$ cat config.mk
export PLATFORM = sky130hd
export DESIGN_NAME = alu_muldiv
export DESIGN_NICKNAME = d
export VERILOG_FILES = /design/src/rtl/alu_muldiv_pkg.sv /design/src/rtl/alu_muldiv_iter.sv /design/src/rtl/alu_muldiv.sv
export SDC_FILE = /design/constraint.sdc
export NUM_CORES = 1
export LEC_CHECK = 0
export BUFFER_PORTS_ARGS = -buffer_cell sky130_fd_sc_hd__buf_2
export CAP_MARGIN = 20
export CORE_ASPECT_RATIO = 0.5
export CORE_MARGIN = 2
export CORE_UTILIZATION = 40
export CTS_CLUSTER_SIZE = 28
export DETAILED_ROUTE_END_ITERATION = 10
export HOLD_SLACK_MARGIN = 0.03
export PLACE_DENSITY = 0.53
export SYNTH_ARGS = -nofsm -noshare
export SYNTH_HDL_FRONTEND = slang
export SYNTH_HIERARCHICAL = 1
export SYNTH_SLANG_ARGS = --single-unit
export TNS_END_PERCENT = 5
$ cat constraint.sdc
create_clock -name clk -period 10.43 [get_ports clk]
set_input_delay 1.5645 -clock clk [delete_from_list [all_inputs] [get_ports clk]]
set_output_delay 1.5645 -clock clk [all_outputs]
set_load 0.005 [all_outputs]
$ cat src/rtl/alu_muldiv_pkg.sv
// Shared encodings for the alu_muldiv execute unit: ALU opcodes, RV32M funct3
// codes, FSM states and operand-signedness helpers.
package alu_muldiv_pkg;

    localparam logic [3:0] ALU_ADD  = 4'd0;
    localparam logic [3:0] ALU_SUB  = 4'd1;
    localparam logic [3:0] ALU_SLL  = 4'd2;
    localparam logic [3:0] ALU_SLT  = 4'd3;
    localparam logic [3:0] ALU_SLTU = 4'd4;
    localparam logic [3:0] ALU_XOR  = 4'd5;
    localparam logic [3:0] ALU_SRL  = 4'd6;
    localparam logic [3:0] ALU_SRA  = 4'd7;
    localparam logic [3:0] ALU_OR   = 4'd8;
    localparam logic [3:0] ALU_AND  = 4'd9;

    localparam logic [2:0] M_MUL    = 3'b000;
    localparam logic [2:0] M_MULH   = 3'b001;
    localparam logic [2:0] M_MULHSU = 3'b010;
    localparam logic [2:0] M_MULHU  = 3'b011;
    localparam logic [2:0] M_DIV    = 3'b100;
    localparam logic [2:0] M_DIVU   = 3'b101;
    localparam logic [2:0] M_REM    = 3'b110;
    localparam logic [2:0] M_REMU   = 3'b111;

    typedef enum logic [1:0] {
        S_IDLE = 2'd0,
        S_BUSY = 2'd1,
        S_DONE = 2'd2
    } state_e;

    function automatic logic a_signed(input logic [2:0] op);
        return op inside {M_MUL, M_MULH, M_MULHSU, M_DIV, M_REM};
    endfunction

    function automatic logic b_signed(input logic [2:0] op);
        return op inside {M_MUL, M_MULH, M_DIV, M_REM};
    endfunction

endpackage

$ cat src/rtl/alu_muldiv_iter.sv
// Iterative core: unsigned shift-add multiply or restoring divide, one step
// per cycle on operand magnitudes; {hi,lo} holds product or {rem,quot}.
module alu_muldiv_iter #(
    parameter int XLEN = 32
) (
    input  logic            clk,
    input  logic            rst_n,
    input  logic            start,
    input  logic            step,
    input  logic            is_div,
    input  logic [XLEN-1:0] mag_a,
    input  logic [XLEN-1:0] mag_b,
    output logic            done,
    output logic [XLEN-1:0] hi,
    output logic [XLEN-1:0] lo
);
    localparam int CW = $clog2(XLEN);

    logic [CW-1:0]   cnt;
    logic [XLEN-1:0] b_q;
    logic            div_q;
    logic [XLEN:0]   add_sum;
    logic [XLEN:0]   rem_sh;
    logic [XLEN:0]   rem_sub;
    logic            ge;

    assign add_sum = {1'b0, hi} + {1'b0, b_q};
    assign rem_sh  = {hi, lo[XLEN-1]};
    assign rem_sub = rem_sh - {1'b0, b_q};
    // hi < divisor always, so the borrow bit alone tells rem_sh < divisor
    assign ge      = ~rem_sub[XLEN];
    assign done    = (cnt == '0);

    always_ff @(posedge clk) begin
        if (!rst_n) begin
            cnt   <= '0;
            b_q   <= '0;
            div_q <= 1'b0;
            hi    <= '0;
            lo    <= '0;
        end else if (start) begin
            cnt   <= CW'(XLEN - 1);
            b_q   <= mag_b;
            div_q <= is_div;
            hi    <= '0;
            lo    <= mag_a;
        end else if (step) begin
            cnt <= cnt - 1'b1;
            if (div_q) begin
                if (ge) hi <= rem_sub[XLEN-1:0];
                else    hi <= rem_sh[XLEN-1:0];
                lo <= {lo[XLEN-2:0], ge};
            end else if (lo[0]) begin
                {hi, lo} <= {add_sum, lo[XLEN-1:1]};
            end else begin
                {hi, lo} <= {1'b0, hi, lo[XLEN-1:1]};
            end
        end
    end

endmodule

$ cat src/rtl/alu_muldiv.sv
// EX-stage ALU + RV32M unit with valid/ready handshake and flush.
// Define FAST_MUL_EN for a single-cycle multiplier; otherwise mul is iterative.
module alu_muldiv
    import alu_muldiv_pkg::*;
#(
    parameter int XLEN    = 32,
    parameter int SHAMT_W = $clog2(XLEN)
) (
    input  logic            clk,
    input  logic            rst_n,
    input  logic            flush,
    input  logic            in_valid,
    output logic            in_ready,
    input  logic            is_m,
    input  logic [3:0]      alu_control,
    input  logic [2:0]      m_op,
    input  logic [XLEN-1:0] op_a,
    input  logic [XLEN-1:0] op_b,
    output logic            out_valid,
    input  logic            out_ready,
    output logic [XLEN-1:0] result,
    output logic            busy
);
    localparam logic [XLEN-1:0] MIN_V = {1'b1, {(XLEN-1){1'b0}}};

    state_e state, state_nx;

    logic              accept, one_cycle, div_op, b_zero, ovf;
    logic              sgn_a, sgn_b, neg, neg_q, src_iter, core_done;
    logic [2:0]        m_op_q;
    logic [SHAMT_W-1:0] shamt;
    logic [XLEN-1:0]   alu_res, quick_res, iter_res, result_q;
    logic [XLEN-1:0]   mag_a, mag_b, hi, lo;
    logic [2*XLEN-1:0] prod, prod_fix;

    assign in_ready  = (state == S_IDLE) | ((state == S_DONE) & out_ready);
    assign accept    = in_valid & in_ready & ~flush;
    assign out_valid = (state == S_DONE);
    assign busy      = (state == S_BUSY);

    assign shamt = op_b[SHAMT_W-1:0];

    always_comb begin
        alu_res = '0;
        case (alu_control)
            ALU_ADD:  alu_res = op_a + op_b;
            ALU_SUB:  alu_res = op_a - op_b;
            ALU_SLL:  alu_res = op_a << shamt;
            ALU_SLT:  alu_res = {{(XLEN-1){1'b0}}, $signed(op_a) < $signed(op_b)};
            ALU_SLTU: alu_res = {{(XLEN-1){1'b0}}, op_a < op_b};
            ALU_XOR:  alu_res = op_a ^ op_b;
            ALU_SRL:  alu_res = op_a >> shamt;
            ALU_SRA:  alu_res = $signed(op_a) >>> shamt;
            ALU_OR:   alu_res = op_a | op_b;
            ALU_AND:  alu_res = op_a & op_b;
            default:  alu_res = '0;
        endcase
    end

    assign div_op = m_op[2];
    assign b_zero = (op_b == '0);
    assign ovf    = ((m_op == M_DIV) | (m_op == M_REM)) & (op_a == MIN_V) & (&op_b);
    assign sgn_a  = a_signed(m_op) & op_a[XLEN-1];
    assign sgn_b  = b_signed(m_op) & op_b[XLEN-1];
    assign mag_a  = sgn_a ? -op_a : op_a;
    assign mag_b  = sgn_b ? -op_b : op_b;
    // remainders follow the dividend; quotients and products follow a^b
    assign neg    = (m_op[2] & m_op[1]) ? sgn_a : (sgn_a ^ sgn_b);

`ifdef FAST_MUL_EN
    logic signed [XLEN:0]     fa, fb;
    logic signed [2*XLEN+1:0] fp;
    logic [XLEN-1:0]          mul_res;

    assign fa      = {a_signed(m_op) & op_a[XLEN-1], op_a};
    assign fb      = {b_signed(m_op) & op_b[XLEN-1], op_b};
    assign fp      = fa * fb;
    assign mul_res = (m_op == M_MUL) ? fp[XLEN-1:0] : fp[2*XLEN-1:XLEN];
`endif

    always_comb begin
        one_cycle = 1'b1;
        quick_res = alu_res;
        if (is_m) begin
            if (div_op & b_zero)
                quick_res = m_op[1] ? op_a : '1;
            else if (ovf)
                quick_res = m_op[1] ? '0 : MIN_V;
`ifdef FAST_MUL_EN
            else if (!div_op)
                quick_res = mul_res;
`endif
            else
                one_cycle = 1'b0;
        end
    end

    assign prod     = {hi, lo};
    assign prod_fix = neg_q ? -prod : prod;

    always_comb begin
        iter_res = '0;
        case (m_op_q)
            M_MUL:                    iter_res = prod_fix[XLEN-1:0];
            M_MULH, M_MULHSU, M_MULHU: iter_res = prod_fix[2*XLEN-1:XLEN];
            M_DIV, M_DIVU:            iter_res = neg_q ? -lo : lo;
            default:                  iter_res = neg_q ? -hi : hi;
        endcase
    end

    assign result = src_iter ? iter_res : result_q;

    always_comb begin
        state_nx = state;
        case (state)
            S_IDLE: if (accept) state_nx = one_cycle ? S_DONE : S_BUSY;
            S_BUSY: if (core_done) state_nx = S_DONE;
            S_DONE: begin
                if (accept)         state_nx = one_cycle ? S_DONE : S_BUSY;
                else if (out_ready) state_nx = S_IDLE;
            end
            default: state_nx = S_IDLE;
        endcase
        if (flush) state_nx = S_IDLE;
    end

    always_ff @(posedge clk) begin
        if (!rst_n) begin
            state    <= S_IDLE;
            result_q <= '0;
            src_iter <= 1'b0;
            m_op_q   <= M_MUL;
            neg_q    <= 1'b0;
        end else begin
            state <= state_nx;
            if (accept) begin
                result_q <= quick_res;
                src_iter <= ~one_cycle;
                m_op_q   <= m_op;
                neg_q    <= neg;
            end
        end
    end

    alu_muldiv_iter #(.XLEN(XLEN)) u_iter (
        .clk    (clk),
        .rst_n  (rst_n),
        .start  (accept & ~one_cycle),
        .step   (state == S_BUSY),
        .is_div (div_op),
        .mag_a  (mag_a),
        .mag_b  (mag_b),
        .done   (core_done),
        .hi     (hi),
        .lo     (lo)
    );

endmodule

---- After elaboration in Yosys (flattened, before gate mapping) ----
Index checks and enable logic that the tools add are counted.
storage, ports and cells
  bits of input ports ..................... 77
  bits in registers ....................... 141
  output and inout bits ................... 35
cells by class
  bitwise logic cells ..................... 20
  shifts and indexed selects .............. 3
  add/sub/neg operators ................... 10
  order comparisons ....................... 2
  equal/unequal tests ..................... 24
  muxes and demuxes ....................... 32
  reduce and logical (&&, ||, !) cells .... 15
operator list
  operator                count
  $mux W32                17
  $pmux W32 S10           1
  $neg A32 Y32            4
  $pmux W32 S3            1
  $lt A32 B32 Y1          2
  $mux W64                1
  $neg A64 Y64            1
  $add A32 B32 Y33        1
  $sub A33 B32 Y33        1
  $add A32 B32 Y32        1
  $and A32 B32 Y32        1
  $eq A32 B32 Y1 const B  1
  $logic_not A32 Y1       1
  $or A32 B32 Y32         1
  $reduce_and A32 Y1      1
  $shl A32 B5 Y32         1
  $shr A32 B5 Y32         1
  $sshr A32 B5 Y32        1
  $sub A32 B32 Y32        1
  $xor A32 B32 Y32        1
  $eq A4 B3 Y1 const B    4
  $eq A3 B3 Y1 const B    4
  $and A1 B1 Y1           10
  $mux W2                 5
  other kinds (27)        43

---- Logic depth before layout (Yosys ltp) ----
  word-level depth ........................ 10
  gate-level depth with buffers ........... 16

---- Modules after synthesis ----
Netlist, hierarchy kept.
modules (own cells, without submodules)
  module           area each (sq um)  instances  sequential area each (sq um)  cells an instance
  alu_muldiv       14512.7            1          780.7                         2127
  alu_muldiv_iter  8942.3             1          2042.0                        1128

---- Worst setup path before layout ----
Ideal clock, no wire load.
  path type ............................... in2reg
  start point ............................. input op_b[2]
  end point ............................... register result_q[25]
  required time ........................... 10.305 ns
  stages .................................. 16
  setup slack ............................. 5.332 ns
  arrival ................................. 4.973 ns
  cell sequence ........................... buf_2 -> inv_2 -> buf_2 -> buf_1 -> buf_2 -> ha_1 -> o21ai_0 -> o211ai_1 -> and2_1 -> clkbuf_1 -> a31o_2 -> a221o_1 -> a211oi_1 -> xnor2_1 -> a2111oi_2 -> nor2_1
on the way
  cells in the longest elaborated chain, start to end .. 5
  elaborated cells between the ends (all ways) .. 13
RTL lines
  what                                            line                                RTL
  start, declared                                 alu_muldiv.sv:18                    input logic [XLEN-1:0] op_b,
  $sub A32 B32 Y32 (tied with other cells)        alu_muldiv.sv:47                    ALU_SUB: alu_res = op_a - op_b;
  $pmux W32 S10 or $and A1 B1 Y1 (tied branches)  alu_muldiv.sv:45, alu_muldiv.sv:62
  $mux W32                                        alu_muldiv.sv:87                    else if (ovf)
  $mux W32                                        alu_muldiv.sv:85                    if (div_op & b_zero)
  $mux W32 *                                      alu_muldiv.sv:84                    if (is_m) begin
  end signal, assigned                            alu_muldiv.sv:137                   result_q <= quick_res;
  end, declared                                   alu_muldiv.sv:32                    logic [XLEN-1:0] alu_res, quick_res, iter_res, result_q;
Every way passes the cells marked *; elsewhere a longest branch is shown, timed or not.
A chain may end at the register's enable or synchronous reset.

---- Worst setup path in the final report ----
  start point ............................. register u_iter.hi[8]
  end point ............................... output result[24]
on the way
  cells in the longest elaborated chain, start to end .. 4
  elaborated cells between the ends (all ways) .. 6
RTL lines
  what                                          line                                 RTL
  start, declared                               alu_muldiv_iter.sv:14                output logic [XLEN-1:0] hi,
  start signal, assigned                        alu_muldiv_iter.sv:50                if (ge) hi <= rem_sub[XLEN-1:0];
  start signal, assigned                        alu_muldiv_iter.sv:51                else hi <= rem_sh[XLEN-1:0];
  start signal, assigned                        alu_muldiv_iter.sv:54                {hi, lo} <= {add_sum, lo[XLEN-1:1]};
  $neg A64 Y64 or $neg A32 Y32 (tied branches)  alu_muldiv.sv:99, alu_muldiv.sv:107
  $mux W64 or $mux W32 (tied branches)          alu_muldiv.sv:99, alu_muldiv.sv:107
  $pmux W32 S3 *                                alu_muldiv.sv:103                    case (m_op_q)
  $mux W32 *                                    alu_muldiv.sv:111                    assign result = src_iter ? iter_res : result_q;
  end, declared                                 alu_muldiv.sv:21                     output logic [XLEN-1:0] result,
Marks and branches as above.

==> impl_results.md <==
- Comb power frac: 48.1%
- Area leader, netlist: dfxtp_1
- Leakage: 9.670 nW
- TritonCTS clock tree: built
- Root buf cell: clkbuf_16
- Mux contribution to synthesized area: 11.85%
- Grt total ovfl: 0
- DRC: 0
- Largest net degree at the start of global routing: 75
- Min Clock Period, post-route: between 5000 and 6000 ps
- Total track usage: between 30% and 40%
- Number of enable flip-flop cells after synthesis: 0
- Largest family of logic cells by synthesized area: compound AO/OA/AOI/OAI gates
- Max-slew headroom: 23.71%
- Vias in the first global route: 24480
- Distinct cells, synth: 113
- Buffers on Ports: 111
- CTS resizes: 0
- GPL Wtd Cong: 1.048
- Worst Setup Start Kind: flip-flop
- CP arrival: 4010 ps
- Htree depth: 4
- Die area: 60710 sq um
- Dpl hpwl: 91830 um
- Core region area: 57640 sq um
- Hold Crit Class: flip-flop to flip-flop
- Post-Route WL: ~120000 um
- Ports: 112
- Chip width: 346.5 um
- Main flop type after synthesis: dfxtp_1
- Post-route cell area: 24850 sq um
- Unrepaired setup endpoints after global routing: false
- Final Hold Fails: 0
- R2R cell count: 11
- Share of cells above drive strength 1: 10.41%
- Rows: 62
- Pint: around 1.3 mW
- Synth Instances: 3255
- Post-Synth Simple-Gate Area: 20.75%
- Reg-to-Reg End: u_iter/hi[8]$_SDFFE_PP0P_
- Via count: 26850
- Die height: 175.2 um
- Worst-skew pair later-pin latency: 450 ps
- Clock Power Share: 26.3%
- Wire per inst: 29.99 um
- Adder and majority gate portion of the synthesized area: 9.463%
- Dpl cell area: 24260 sq um
- Postcts setup bufs: 0
- First-pass GRT wire length: 171600 um
- Asr flop ratio synth: 0%
- Final Slew Violations: 0
- Initial detailed-routing violation count: ~3700
- Mapped Avg Cell Area: 7.206 sq um
- R2r startpoint: u_iter/hi[16]$_SDFFE_PP0P_
- Max-cap viol count: 0
- Count leader, synth: a21oi_1
- Reg power frac: 25.6%
- Setup-failing EPs final: 0
- Worst-path clk slew: 70 ps
- Total CTS buffers: 17
- Via/cell ratio: 6.770
- FILL cells: roughly 6100
- Pwr dens: 96.37 nW/um^2
- Post-DRT Antenna Nets: 0
- Fmax: 179.3 MHz
- FF-to-FF setup slack: 6640 ps
- Cell Area, Synth: between 20000 and 25000 sq um
- Worst Setup Path Type: flip-flop to output pin
- Hold Crit Start: u_iter/b_q[3]$_SDFFE_PN0P_
- Slew @ Worst Pin: 1132 ps
- DRT Pass-1 Iters: 6
- Final TNS setup: 0 ps
- Top cells by area, synth: dfxtp_1, ha_1, a21oi_1
- Tcrit/Tclk final: 53.48%
- Post-synthesis compound-gate area fraction: about a third
- Switch share: roughly 45%
- Yosys top cell area share: about an eighth
- Synthesis-to-layout area growth: 5.953%
- Max IR drop VDD: 0.1304 mV
- Nets: 3437
- Sequential area share after synthesis: 12.03%
- Hold Crit Endpoint: u_iter/b_q[3]$_SDFFE_PN0P_
- Antenna violations before repair: 7
- Setup crit end kind: output pin
- Tot Pwr: between 2 and 2.5 mW
- CP max FO: 13
- Number of diodes: 0
- Hold Path Depth: 2
- Syn nets: roughly 3500
- Net Switching: 1.079 mW
- CTS Sinks: 141
- Layout Skew: ~17 ps
- Outcome: complete, no violations
- Initial Util: 40.69%
- Yosys Warn Count: 6
- Hold bufs inserted after CTS: 0
- Top cells by count, synth: a21oi_1, nor2_1, o21ai_0
- Xor/xnor share of the synthesized area: 7.212%
- Max clock buf depth: 2
- #FFs+latches synth: 141
- Req. time, crit path: 8870 ps
-- worst max-delay path, cell delays in order (launching register included) --
cell and delay [ps]:
dfxtp_1 510, nor4_1 620, nand4_1 360, nor3_1 510, nand2_1 180, a21oi_1 170
nor3_1 60, nor4_1 710, a21oi_1 250, buf_2 190
-- metrics by stage --
step	utilization, %	worst slack (ps)	cells	hold slack (ps)
2_1_floorplan	-	5332	3255	463.5
3_3_place_gp	42.09	4743	3933	532.4
3_5_place_dp	42.09	4705	3933	534.8
4_1_cts	43.11	4991	3965	543.3
5_1_grt	43.12	4620	3966	578.3
6_report	43.12	4852	3966	548.6
-- cells in the final DEF, fill, tap and decap left out, drive strengths merged, types with 46 or more instances in the layout --
cell type	n
nor2b	89
o21ai	254
a21o	49
nor3	80
dfxtp	141
xor2	59
mux2i	146
ha	171
inv	159
a31oi	62
a21oi	313
buf	147
a211oi	75
nand2	224
o211ai	46
nor2	297
xnor2	132
-- logic make-up (layout without fill, tap and decap cells) --
group                    Yosys count  count (layout)
multiplexers                     226             226
AND/OR/NAND/NOR                  979             979
adder cells (fa/ha/maj)          175             175
XOR/XNOR                         191             191
flip-flops                       141             141
buffers and inverters            398             341
AO/OA/AOI/OAI                   1145            1145
-- registers in the layout, summed over array words and instances (netlist names) --
register / cells
u_iter/b_q: 32
u_iter/cnt: 5
neg_q: 1
src_iter: 1
result_q: 32
state: 2
u_iter/hi: 32
m_op_q: 3
u_iter/lo: 32
u_iter/div_q: 1
-- worst max-delay path by stage --
stage                                from                         to  cells after the start
2_1_floorplan                     op_b[2]  result_q[25]$_SDFFE_PN0P_                     16
3_3_place_gp                      op_b[0]   result_q[0]$_SDFFE_PN0P_                     14
3_5_place_dp                      op_b[0]   result_q[0]$_SDFFE_PN0P_                     14
4_1_cts        u_iter/lo[18]$_SDFFE_PN0P_                 result[24]                     10
5_1_grt         u_iter/hi[8]$_SDFFE_PP0P_                 result[24]                      9
6_report        u_iter/hi[8]$_SDFFE_PP0P_                 result[24]                      9
-- routing by layer --
| metal | global-route usage [%] | routed length (um) | vias to the layer above |
|---|---|---|---|
| met3 | 9.868 | 13850 | 264 |
| li1 | - | - | 11990 |
| met1 | 52.66 | 51320 | 12990 |
| met5 | 0 | 37 | - |
| met2 | 54.66 | 48000 | 1601 |
| met4 | 16.58 | 5716 | 6 |
-- power groups by stage --
stage / Clock, mW / Combinational (mW) / Sequential [mW]
3_3_place_gp: 0 / 1.11 / 0.622
3_5_place_dp: 0 / 1.10 / 0.623
4_1_cts: 0.635 / 1.11 / 0.611
6_report: 0.629 / 1.15 / 0.614
2_1_floorplan: 0 / 0.761 / 0.593
5_1_grt: 0.660 / 1.22 / 0.615
-- layout make-up --
class	count	area, sq um	area share [%]
Clock inverter	10	102.6	0.4128
Tap cell	768	960.9	3.867
Inverter	161	604.3	2.432
Clock buffer	22	484.2	1.948
Timing Repair Buffer	148	833.3	3.353
Multi-Input combinational cell	2716	19040	76.60
Sequential cell	141	2829	11.38
Power figures use the tool's default switching activity.
